<file path="config.mk">
export PLATFORM = sky130hd
export DESIGN_NAME = pp_fifo_mc_flat
export DESIGN_NICKNAME = d
export VERILOG_FILES = /design/src/rtl/pp_fifo_pkg.sv /design/src/rtl/pp_fifo_mc_if.sv /design/src/rtl/pp_fifo_lane.sv /design/src/rtl/pp_fifo_mc.sv /design/src/flat_wrapper.sv
export SDC_FILE = /design/constraint.sdc
export NUM_CORES = 1
export LEC_CHECK = 0
export CORE_MARGIN = 10
export CORE_UTILIZATION = 51
export DETAILED_ROUTE_END_ITERATION = 6
export GPL_ROUTABILITY_DRIVEN = 0
export PLACE_DENSITY = 0.75
export SYNTH_ARGS = -nofsm -noshare
export SYNTH_HDL_FRONTEND = slang
export SYNTH_SLANG_ARGS = --single-unit
export TNS_END_PERCENT = 5
</file>
<file path="constraint.sdc">
create_clock -name clk -period 3.8 [get_ports clk]
set_clock_uncertainty 0.05 [all_clocks]
set_input_delay 0.76 -clock clk [delete_from_list [all_inputs] [get_ports clk]]
set_output_delay 0.76 -clock clk [all_outputs]
set_load 0.005 [all_outputs]
</file>
<file path="src/rtl/pp_fifo_pkg.sv">
// Shared sizing helpers for the multi-channel pp FIFO.
// Lane logic and the top-level port slicing both derive their widths from these functions.
package pp_fifo_pkg;

    // Width of an occupancy count that must represent 0..depth inclusive.
    function automatic int unsigned cnt_w(input int unsigned depth);
        return $clog2(depth + 1);
    endfunction

    // Pointer width; kept at least 1 bit so a degenerate depth still elaborates.
    function automatic int unsigned ptr_w(input int unsigned depth);
        return (depth > 1) ? $clog2(depth) : 1;
    endfunction

endpackage

</file>
<file path="src/rtl/pp_fifo_mc_if.sv">
// Bundle of per-lane control, data and status vectors for pp_fifo_mc.
// Lane n occupies slice [n*X +: X] of every vector.
interface pp_fifo_mc_if import pp_fifo_pkg::*; #(
    parameter int unsigned CHANNELS   = 2,
    parameter int unsigned DEPTH      = 6,
    parameter int unsigned DATA_WIDTH = 32
);
    localparam int unsigned CW = cnt_w(DEPTH);

    logic [CHANNELS-1:0]            clear;
    logic [CHANNELS-1:0]            err_clr;
    logic [CHANNELS-1:0]            push;
    logic [CHANNELS-1:0]            pop;
    logic [CHANNELS*DATA_WIDTH-1:0] data_in;
    logic [CHANNELS*DATA_WIDTH-1:0] data_out;
    logic [CHANNELS*CW-1:0]         count;
    logic [CHANNELS-1:0]            empty;
    logic [CHANNELS-1:0]            full;
    logic [CHANNELS-1:0]            almost_full;
    logic [CHANNELS-1:0]            almost_empty;
    logic [CHANNELS-1:0]            overflow;
    logic [CHANNELS-1:0]            underflow;

    modport master (
        output clear, err_clr, push, pop, data_in,
        input  data_out, count, empty, full, almost_full, almost_empty, overflow, underflow
    );

    modport slave (
        input  clear, err_clr, push, pop, data_in,
        output data_out, count, empty, full, almost_full, almost_empty, overflow, underflow
    );
endinterface

</file>
<file path="src/rtl/pp_fifo_lane.sv">
// One first-word-fall-through circular-buffer lane with occupancy count,
// threshold flags, sticky overflow/underflow and a synchronous flush.
module pp_fifo_lane import pp_fifo_pkg::*; #(
    parameter int unsigned DEPTH      = 6,
    parameter int unsigned DATA_WIDTH = 32,
    parameter int unsigned AF_THRESH  = 4,
    parameter int unsigned AE_THRESH  = 1,
    localparam int unsigned CW = cnt_w(DEPTH),
    localparam int unsigned PW = ptr_w(DEPTH)
) (
    input  logic                  clk,
    input  logic                  reset_n,
    input  logic                  clear,
    input  logic                  err_clr,
    input  logic                  push,
    input  logic                  pop,
    input  logic [DATA_WIDTH-1:0] data_in,
    output logic [DATA_WIDTH-1:0] data_out,
    output logic [CW-1:0]         count,
    output logic                  empty,
    output logic                  full,
    output logic                  almost_full,
    output logic                  almost_empty,
    output logic                  overflow,
    output logic                  underflow
);
    if (DEPTH < 2) begin : g_bad_depth
        $error("pp_fifo_lane: DEPTH must be >= 2");
    end
    if (AF_THRESH < 1 || AF_THRESH > DEPTH) begin : g_bad_af
        $error("pp_fifo_lane: AF_THRESH must be in 1..DEPTH");
    end
    if (AE_THRESH >= DEPTH) begin : g_bad_ae
        $error("pp_fifo_lane: AE_THRESH must be below DEPTH");
    end

    logic [DATA_WIDTH-1:0] mem_q [DEPTH];
    logic [PW-1:0]         wr_ptr_q, rd_ptr_q;
    logic [CW-1:0]         count_q;
    logic                  ovf_q, unf_q;
    logic                  pop_ok, push_ok;

    // Non-power-of-two depths need an explicit wrap rather than natural rollover.
    function automatic logic [PW-1:0] ptr_inc(input logic [PW-1:0] p);
        return (p == PW'(DEPTH - 1)) ? '0 : p + PW'(1);
    endfunction

    assign empty        = (count_q == '0);
    assign full         = (count_q == CW'(DEPTH));
    assign almost_full  = (count_q >= CW'(AF_THRESH));
    assign almost_empty = (count_q <= CW'(AE_THRESH));
    assign count        = count_q;
    assign overflow     = ovf_q;
    assign underflow    = unf_q;
    assign data_out     = empty ? '0 : mem_q[rd_ptr_q];

    // A full lane still takes a push when the head leaves in the same cycle.
    assign pop_ok  = pop & ~empty;
    assign push_ok = push & (~full | pop_ok);

    always_ff @(posedge clk or negedge reset_n) begin
        if (!reset_n) begin
            wr_ptr_q <= '0;
            rd_ptr_q <= '0;
            count_q  <= '0;
            ovf_q    <= 1'b0;
            unf_q    <= 1'b0;
        end else begin
            if (clear) begin
                wr_ptr_q <= '0;
                rd_ptr_q <= '0;
                count_q  <= '0;
            end else begin
                if (push_ok) wr_ptr_q <= ptr_inc(wr_ptr_q);
                if (pop_ok)  rd_ptr_q <= ptr_inc(rd_ptr_q);
                if (push_ok && !pop_ok)      count_q <= count_q + CW'(1);
                else if (!push_ok && pop_ok) count_q <= count_q - CW'(1);
            end
            // A new error in the same cycle as err_clr stays visible.
            ovf_q <= (~clear & push & ~push_ok) | (ovf_q & ~err_clr);
            unf_q <= (~clear & pop & ~pop_ok) | (unf_q & ~err_clr);
        end
    end

    always_ff @(posedge clk) begin
        if (push_ok && !clear) mem_q[wr_ptr_q] <= data_in;
    end
endmodule

</file>
<file path="src/rtl/pp_fifo_mc.sv">
// Multi-channel FWFT FIFO: CHANNELS independent pp_fifo_lane instances
// wired to per-lane slices of the bus interface.
module pp_fifo_mc import pp_fifo_pkg::*; #(
    parameter int unsigned CHANNELS   = 2,
    parameter int unsigned DEPTH      = 6,
    parameter int unsigned DATA_WIDTH = 32,
    parameter int unsigned AF_THRESH  = 4,
    parameter int unsigned AE_THRESH  = 1
) (
    input logic        clk,
    input logic        reset_n,
    pp_fifo_mc_if.slave bus
);
    localparam int unsigned CW = cnt_w(DEPTH);

    if (CHANNELS < 1) begin : g_bad_channels
        $error("pp_fifo_mc: CHANNELS must be >= 1");
    end

    for (genvar n = 0; n < CHANNELS; n++) begin : g_lane
        pp_fifo_lane #(
            .DEPTH      (DEPTH),
            .DATA_WIDTH (DATA_WIDTH),
            .AF_THRESH  (AF_THRESH),
            .AE_THRESH  (AE_THRESH)
        ) u_lane (
            .clk          (clk),
            .reset_n      (reset_n),
            .clear        (bus.clear[n]),
            .err_clr      (bus.err_clr[n]),
            .push         (bus.push[n]),
            .pop          (bus.pop[n]),
            .data_in      (bus.data_in[n*DATA_WIDTH +: DATA_WIDTH]),
            .data_out     (bus.data_out[n*DATA_WIDTH +: DATA_WIDTH]),
            .count        (bus.count[n*CW +: CW]),
            .empty        (bus.empty[n]),
            .full         (bus.full[n]),
            .almost_full  (bus.almost_full[n]),
            .almost_empty (bus.almost_empty[n]),
            .overflow     (bus.overflow[n]),
            .underflow    (bus.underflow[n])
        );
    end
endmodule
</file>
<file path="src/flat_wrapper.sv">
// flat-port wrapper written by rule: the top's interface ports become plain ports
module pp_fifo_mc_flat import pp_fifo_pkg::*;
#(
    parameter int unsigned CHANNELS   = 2,
    parameter int unsigned DEPTH      = 6,
    parameter int unsigned DATA_WIDTH = 32,
    parameter int unsigned AF_THRESH  = 4,
    parameter int unsigned AE_THRESH  = 1
)
  (clk, reset_n, bus_clear, bus_err_clr, bus_push, bus_pop, bus_data_in, bus_data_out, bus_count, bus_empty, bus_full, bus_almost_full, bus_almost_empty, bus_overflow, bus_underflow);
  pp_fifo_mc_if #(.CHANNELS(CHANNELS), .DEPTH(DEPTH), .DATA_WIDTH(DATA_WIDTH)) bus_i ();
  input logic clk;
  input logic reset_n;
  input wire logic [$bits(bus_i.clear)-1:0] bus_clear;
  input wire logic [$bits(bus_i.err_clr)-1:0] bus_err_clr;
  input wire logic [$bits(bus_i.push)-1:0] bus_push;
  input wire logic [$bits(bus_i.pop)-1:0] bus_pop;
  input wire logic [$bits(bus_i.data_in)-1:0] bus_data_in;
  output wire logic [$bits(bus_i.data_out)-1:0] bus_data_out;
  output wire logic [$bits(bus_i.count)-1:0] bus_count;
  output wire logic [$bits(bus_i.empty)-1:0] bus_empty;
  output wire logic [$bits(bus_i.full)-1:0] bus_full;
  output wire logic [$bits(bus_i.almost_full)-1:0] bus_almost_full;
  output wire logic [$bits(bus_i.almost_empty)-1:0] bus_almost_empty;
  output wire logic [$bits(bus_i.overflow)-1:0] bus_overflow;
  output wire logic [$bits(bus_i.underflow)-1:0] bus_underflow;
  assign bus_i.clear = bus_clear;
  assign bus_i.err_clr = bus_err_clr;
  assign bus_i.push = bus_push;
  assign bus_i.pop = bus_pop;
  assign bus_i.data_in = bus_data_in;
  assign bus_data_out = bus_i.data_out;
  assign bus_count = bus_i.count;
  assign bus_empty = bus_i.empty;
  assign bus_full = bus_i.full;
  assign bus_almost_full = bus_i.almost_full;
  assign bus_almost_empty = bus_i.almost_empty;
  assign bus_overflow = bus_i.overflow;
  assign bus_underflow = bus_i.underflow;
  pp_fifo_mc #(.CHANNELS(CHANNELS), .DEPTH(DEPTH), .DATA_WIDTH(DATA_WIDTH), .AF_THRESH(AF_THRESH), .AE_THRESH(AE_THRESH)) u_core (.clk(clk), .reset_n(reset_n), .bus(bus_i));
endmodule
</file>
Word-level counts from Yosys, hierarchy flattened. Memories as Yosys holds them, arrays and structs flattened. Cells that the tools add are included.

Flip-flop bits (word level): 22. Memory bits (writable): 384. Output and inout bits: 82. Logic and storage cells: 108. Memories kept: 2.

Memories: u_core.g_lane[0].u_lane.mem_q (depth 6, width 32, read ports 1, clocked after Yosys merged registers in 0, wr ports 1, RTL line pp_fifo_lane.sv:37) `logic [DATA_WIDTH-1:0] mem_q [DEPTH];`; u_core.g_lane[1].u_lane.mem_q (depth 6, width 32, read ports 1, clocked after Yosys merged registers in 0, wr ports 1, RTL line pp_fifo_lane.sv:37).

Add/sub/neg operators: 8. $lt $le $gt $ge: 4. Equal/unequal tests: 6. Multiplexer cells: 24. Bitwise operators: 34. Reduce and logical (&&, ||, !) cells: 20.

Operator list (number): $mux 32 (2); $mux 3 (18); $add 3x1->3 const B (6); $eq 3x3->1 const B (6); $and 1x1->1 (16); $not 1->1 (12); $reduce_bool 2->1 (4); $ge 3x3->1 const B (2); $le 3x1->1 const B (2); $logic_and 1x1->1 (6); $logic_not 1->1 (6); $logic_not 3->1 (2); $or 1x1->1 (6); $reduce_bool 3->1 (2); $sub 3x1->3 const B (2); $mux 1 (4).

Depth between registers and ports, before layout. Gate-level depths: netlist of run 1.

Depth in word-level cells: 10. Mapped depth: 8. Mapped depth without buffers: 7.

Cells and area by module. Synthesis of run 1 repeated with hierarchy kept, for this count alone.

Cell total of the unflattened synthesis: 846. Area, all modules: 15990.3 um^2.

Modules (own cells, without submodules): pp_fifo_lane (times used 2, cells each 423, area each 7995.2 um^2, seq. area each 6040.8 um^2).

Least setup slack after synthesis of run 1. Ideal clock, no wire load.

Kind: input-to-reg. Start point: input bus_clear[0]. End point: memory u_core.g_lane[0].u_lane.mem_q[1][0], enable pin. Library setup time: 0.461 ns. Data arrival time: 3.479 ns. Required time: 3.289 ns. Path slack: -0.190 ns. Stages on the path: 4. Path buffers: 1. Cells stage by stage: clkbuf_1 inv_1 o2111ai_1 nor3_1.

Longest elaborated chain between the ends: 4.

RTL lines: start: declaration (RTL line flat_wrapper.sv:14) `input wire logic [$bits(bus_i.clear)-1:0] bus_clear;`; $logic_not 1->1 (RTL line pp_fifo_lane.sv:86) `if (push_ok && !clear) mem_q[wr_ptr_q] <= data_in;`; $logic_and 1x1->1 (RTL line pp_fifo_lane.sv:86); $mux 1 (RTL line pp_fifo_lane.sv:86); $mux 1 (implied by the code) (RTL line pp_fifo_lane.sv:86); end: declaration (RTL line pp_fifo_lane.sv:37).

No other way between the ends.

Worst setup path in the final report of run 1.
Start point: register u_core.g_lane[0].u_lane.rd_ptr_q[0]. End point: output bus_data_out[23].

Longest elaborated chain between the ends: 2.

RTL lines: start: declaration (RTL line pp_fifo_lane.sv:38) `logic [PW-1:0] wr_ptr_q, rd_ptr_q;`; start signal: assignment (RTL line pp_fifo_lane.sv:75) `if (pop_ok) rd_ptr_q <= ptr_inc(rd_ptr_q);`; $mem_v2 6x32; $mux 32 (RTL line pp_fifo_lane.sv:55) `assign data_out = empty ? '0 : mem_q[rd_ptr_q];`; end: declaration (RTL line flat_wrapper.sv:19) `output wire logic [$bits(bus_i.data_out)-1:0] bus_data_out;`.

No other way between the ends.

==> results of run 1 <==
kinds of logic after synthesis:
group / after synthesis / synth area share, %
fa+ha+maj: 10 / 0.770
xor+xnor: 6 / 0.323
flops: 406 / 74.3
compound gates: 100 / 5.16
buf+inv: 83 / 2.86
simple gates: 130 / 3.63
mux: 130 / 12.9
worst max-delay path, delay by kind of cell, from the launching register on:
kind	cells	cell delay, ns
AND/OR/NAND/NOR	1	0.20
multiplexers	1	0.51
AO/OA/AOI/OAI	1	0.09
flip-flops	1	0.74
buffers and inverters	2	0.81
cells in the final DEF, fill, tap and decap left out, drive strengths merged, types with 22 or more instances in the layout:
cell	Yosys	layout
inv	18	23
nor2	85	85
mux2i	64	64
dfrtp	22	22
clkbuf	22	47
clkdlybuf4s50	0	155
a211oi	64	64
buf	42	39
mux4	64	64
edfxtp	384	384
layer usage:
| layer | part of all wire, % | up-vias | wire length (um) |
|---|---|---|---|
| met5 | 0 | - | 0 |
| met4 | 1.7 | 0 | 566 |
| li1 | - | 3799 | - |
| met1 | 42 | 4397 | 14100 |
| met2 | 51 | 223 | 17100 |
| met3 | 5.7 | 41 | 1930 |
registers in the layout (all words and copies together), names as in the netlist:
name	cells
u_core.g_lane.u_lane.mem_q	384
u_core.g_lane.u_lane.count	6
u_core.g_lane.u_lane.rd_ptr_q	6
u_core.g_lane.u_lane.wr_ptr_q	6
u_core.g_lane.u_lane.overflow	2
u_core.g_lane.u_lane.underflow	2
worst max-delay path by stage:
stage                                                   start                                  end  cells after the start  slack (ns)
after global placement       u_core.g_lane[0].u_lane.count[0]                      bus_data_out[6]                      7        0.49
after floorplan                                  bus_clear[0]  u_core.g_lane[0].u_lane.mem_q[0][0]                      4       -0.19
after detailed placement     u_core.g_lane[0].u_lane.count[0]                      bus_data_out[7]                      7        0.33
final                     u_core.g_lane[0].u_lane.rd_ptr_q[0]                     bus_data_out[23]                      5        0.12
after CTS                 u_core.g_lane[1].u_lane.rd_ptr_q[0]                     bus_data_out[35]                      5        0.05
after global routing      u_core.g_lane[0].u_lane.rd_ptr_q[0]                     bus_data_out[20]                      5       -0.01
through the flow:
step / cells / TNS [ns]
global route: 1476 / -0.0353
detailed placement: 1397 / 0
global placement: 1397 / 0
floorplan: 865 / -8.37
finish: 1477 / 0
CTS: 1476 / 0
report_power, final:
part | total (mW) | internal, mW | switching (mW)
Combinational | 3.44 | 1.89 | 1.55
Sequential | 5.29 | 5.05 | 0.235
Clock | 4.38 | 2.70 | 1.68
Total | 13.1 | 9.64 | 3.46
final cells by class:
class	instances	area [um^2]	share of cell area [%]
Inverter	19	73.8	0.372
Antenna cell	1	2.50	0.0126
Clock inverter	32	402	2.02
Tap cell	402	503	2.53
Sequential cell	406	12100	60.9
Timing Repair Buffer	194	1910	9.61
Clock buffer	47	1090	5.50
Multi-Input combinational cell	376	3770	19.0
==> metrics.yaml, run 1 <==
cts:
  cts_setup_buffers: 0
  clock_path_buffers: 3
  cts_max_level: 2
  hold_buffers: 0
  clkTransAtPathRegs_ns: 0.06
  clk_latency_ns: 0.53
  tritoncts: "built"
  cts_made_buffers: 43
  cts.repair.resized: 2
  root_buffer: "clkbuf_16"
  numClockSinks: 406
global_routing:
  met2_usage_pct: 28.9
  first_global_vias: 8909
  grt_use_met3_pct: 3.01
  grt_util_met1_pct: 22.7
  grt_max_degree: 39
  overflow: 0
  grt_pass1_wl_mm: 52.6
  top_usage_layer: "met2"
  grt_usage_pct: 17.2
  antenna_found_initial: 1
finish:
  stdcell_area_mm2: 0.0198
  drive_gt1_share_pct: 20.4
  nFillCells: 2200
  final_nets: 1124
  area_delta_synth_final_pct: 22.1
  fin_util_pct: 63.0
synthesis:
  synth_cell_types: 48
  synth_edf_count: 384
  netlist_top_cells_area: "edfxtp_1, mux4_2, mux2i_1"
  synth_top_area_share_pct: 70.9
  synth_common_cells: "edfxtp_1, nor2_1, mux2i_1, mux4_2, a211oi_1"
  syn_avg_cell_area_um2: 18.8
  ys.flop_type: "edfxtp_1"
  synth.cell_area_mm2: 0.0163
  synth.most_common_cell: "edfxtp_1"
  synth_seq_area_share_pct: 74.3
  post-synth-top-area-cell: "edfxtp_1"
  netlist_instances: 865
  async_flop_share_pct: 5.42
  synth.net_count: 949
  ys_ff_latch: 406
  ys_warn_count: 0
worst_setup_path:
  critPathMaxStageDelay_ns: 0.74
  crit_path_top_delay_cell: "dfrtp_4"
  endpoint_kind: "primary output"
  ff2ff_setup_slack_ns: 1.23
  critPathLaunchType: "register"
  rr_endpoint: "u_core.g_lane[1].u_lane.count[0]"
  worst-path-max-fanout: 26
  critical_path_class: "reg2out"
  reg2reg_from: "u_core.g_lane[1].u_lane.count[0]"
  arrival_ns: 2.87
  path_cells: "buf_4 -> mux4_2 -> nor2_1 -> a211oi_1 -> clkdlybuf4s50_1"
  critPathRequiredTime_ns: 2.99
  worst-r2r-cell-count: 7
floorplanning:
  fp.dieW_um: 199
  row_count: 65
  start_util_pct: 51.6
  coreArea_mm2: 0.0315
  die_h_um: 199
  dieArea_mm2: 0.0394
  pin_count: 156
worst_hold_path:
  holdPathEnd: "u_core.g_lane[1].u_lane.overflow"
  hold_depth: 1
  hold_path.startpoint: "u_core.g_lane[1].u_lane.overflow"
  hold_class: "reg2reg"
detailed_routing:
  drt-vias-per-instance: 5.73
  finalWirelength_mm: 33.7
  ant_nets: 0
  drc_errors: 0
  drtIter0Drc: 600
  via_count: 8460
  routedWlPerCell_um: 22.8
  drtPass1Iterations: 5
power:
  vdd.ir_drop.worst_uv: 397
  p_leak_nw: 6.42
  power_density_mw_per_mm2: 660
  p_total_mw: 13.1
sta:
  worst_slew_pin_slew_ns: 0.989
  hold_viol_final: 0
  grt_setup_unrepaired: "true"
  maxSlewHeadroom_pct: 33.9
  fin_hold_ws_ns: 0.448
  timing.final.crit_period_ns: 3.68
  post-route-period-util_pct: 96.9
  drv_slew: 0
  fmax_mhz: 272
  setup_viol: 0
  setup_slack_ns: 0.118
flow_run:
  maxCapViolCount: 0
place:
  hpwl_mm: 20.4
  io_buffers: 155
  post-place-ws_ns: 0.329
  place_area_mm2: 0.0183
run_status:
  outcome: "finished clean"
No activity file was read; power rests on OpenSTA's default activity.
==> inputs of run 2 (changes only) <==
Settings changed: CORE_MARGIN 10 to not set, SLEW_MARGIN set to 20.
==> run 2 against run 1 <==
Effect of this change:
- sequential power down 0.9%
- global-route usage up 2.5 points
- clock-buffer cell count up 5
- combinational power down 1%
- first-iteration DRC count down 3.3%
- wire length down 7.6%
- power down 5.0%
- sequential share of layout area up 0.75 points
- die area down 17%
- critical path type unchanged
- highest routed layer unchanged
==> metrics.yaml, run 2 (same netlist as run 1, synthesis figures left out) <==
run_status:
  outcome: "finished clean"
finish:
  stdcell_area_mm2: 0.0196  # -1.2%
  area_delta_synth_final_pct: 20.6
  drive_gt1_share_pct: 18.5  # -1.9 points
  largest_reg_flops: 384  # unchanged
  fin_cells: 1457  # -1.4%
  regMostFlops: "u_core.g_lane.u_lane.mem_q"
  final_nets: 1110  # -1.2%
  layout_commonest_cell: "edfxtp_1"
  final_cell_mix: "edfxtp_1, clkdlybuf4s50_1, nor2_1"
  fin_util_pct: 62.3  # -0.77 points
worst_setup_path:
  critPathMaxStageDelay_ns: 0.59  # -0.15 ns
  ff2ff_setup_slack_ns: 1.17  # -0.06 ns
  rr_endpoint: "u_core.g_lane[1].u_lane.count[0]"
  path_cells: "inv_1 -> ha_1 -> nand2b_4 -> inv_2 -> a211oi_1 -> clkdlybuf4s50_1"
  worst-path-max-fanout: 38  # +46%
  critical_path_class: "reg2out"
  critPathLaunchType: "register"
  arrival_ns: 2.81  # -0.06 ns
  crit_path_top_delay_cell: "clkdlybuf4s50_1"
  critPathRequiredTime_ns: 2.99  # about the same
  reg2reg_from: "u_core.g_lane[1].u_lane.count[1]"
  endpoint_kind: "primary output"
  worst-r2r-cell-count: 7  # unchanged
sta:
  worst_slew_pin_slew_ns: 0.927  # -0.0619 ns
  fmax_mhz: 277  # +1.9%
  grt_setup_unrepaired: "false"
  tns_ns: 0  # unchanged
  fin_hold_ws_ns: 0.446  # -0.00167 ns
  post-route-period-util_pct: 95.1  # -1.8 points
  timing.final.crit_period_ns: 3.62  # -0.0672 ns
  maxSlewHeadroom_pct: 38.1  # +4.2 points
  hold_viol_final: 0  # unchanged
  drv_slew: 0  # unchanged
  setup_slack_ns: 0.185  # +0.0672 ns
  setup_viol: 0  # unchanged
detailed_routing:
  drtPass1Iterations: 5  # unchanged
  ant_nets: 0  # unchanged
  drtIter0Drc: 580  # -3.3%
  routedWlPerCell_um: 21.4  # -6.3%
  finalWirelength_mm: 31.2  # -7.6%
  drc_errors: 0  # unchanged
  via_count: 8304  # -1.8%
  drt-vias-per-instance: 5.70  # -0.50%
worst_hold_path:
  holdPathEnd: "u_core.g_lane[0].u_lane.underflow"
  hold_path.startpoint: "u_core.g_lane[0].u_lane.underflow"
  hold_class: "reg2reg"
  hold_depth: 1  # unchanged
floorplanning:
  row_count: 65  # unchanged
  fp.dieW_um: 181  # -9.1%
  start_util_pct: 51.6  # unchanged
  coreArea_mm2: 0.0315  # unchanged
  dieArea_mm2: 0.0326  # -17%
  pin_count: 156  # unchanged
  die_h_um: 181  # -9.1%
cts:
  cts.repair.resized: 0  # -2
  clock_path_buffers: 3  # unchanged
  numClockSinks: 406  # unchanged
  root_buffer: "clkbuf_16"
  cts_max_level: 2  # unchanged
  hold_buffers: 0  # unchanged
  tritoncts: "built"
  clkTransAtPathRegs_ns: 0.06  # about the same
  cts_made_buffers: 42  # -2.3%
  clk_latency_ns: 0.52  # about the same
global_routing:
  grt_usage_pct: 19.7  # +2.5 points
  overflow: 0  # unchanged
  top_usage_layer: "met2"
  first_global_vias: 8540  # -4.1%
  grt_use_met3_pct: 3.25  # +0.25 points
  antenna_found_initial: 2  # +1
  met2_usage_pct: 31.4  # +2.5 points
  grt_util_met1_pct: 28.3  # +5.6 points
  grt_pass1_wl_mm: 49.3  # -6.3%
  grt_max_degree: 50  # +28%
place:
  io_buffers: 155  # unchanged
  post-place-ws_ns: 0.676  # +0.347 ns
  dp.cells: 1383  # -1.0%
  place_area_mm2: 0.0183  # -0.16%
  hpwl_mm: 17.3  # -15%
power:
  power_density_mw_per_mm2: 635  # -3.8%
  p_leak_nw: 6.28  # -2.3%
  vdd.ir_drop.worst_uv: 364  # -8.3%
  p_total_mw: 12.4  # -5.0%
flow_run:
  maxCapViolCount: 0  # unchanged
-- run 2: layer usage --
| metal | wire length [um] | vias up |
|---|---|---|
| li1 | - | 3773 |
| met1 | 14100 | 4269 |
| met3 | 1430 | 50 |
| met4 | 503 | 0 |
| met5 | 0 | - |
| met2 | 15100 | 212 |
-- run 2: area by class of cell --
class	count	area (um^2)
antenna	1	2.50
clock buffer	52	1150
clock inverter	20	131
fill	2181	11900
inverter	19	71.3
multi-input combinational	376	3760
sequential	406	12100
tap	402	503
timing repair buffer	181	1890
-- run 2: critical path, delay by kind of cell, from the launching register on --
kind	cells	cell delay [ns]
compound gates	1	0.48
fa+ha+maj	1	0.24
buf+inv	3	1.04
flops	1	0.43
simple gates	1	0.08
-- run 2: timing repair --
item / in CTS / in global routing
setup endpoints to repair: 0 / 1
hold endpoints to repair: 0 / 0
setup buffers: 0 / 1
-- run 2: worst max path at each step --
stage | startpoint | end | slack, ns
after floorplan | bus_clear[0] | u_core.g_lane[0].u_lane.mem_q[0][0] | -0.19
after global placement | u_core.g_lane[0].u_lane.rd_ptr_q[0] | bus_data_out[17] | 0.66
after detailed placement | u_core.g_lane[0].u_lane.rd_ptr_q[0] | bus_data_out[19] | 0.68
after CTS | u_core.g_lane[0].u_lane.rd_ptr_q[0] | bus_data_out[17] | 0.08
after global routing | u_core.g_lane[1].u_lane.rd_ptr_q[0] | bus_data_out[44] | 0.02
final | u_core.g_lane[1].u_lane.count[0] | bus_data_out[41] | 0.18
-- run 2: where the power goes --
part / switching [mW] / leakage (nW) / total, mW / internal [mW]
registers: 0.188 / 3.76 / 5.24 / 5.05
clock network: 1.60 / 0.630 / 3.82 / 2.22
logic: 1.52 / 1.88 / 3.39 / 1.87
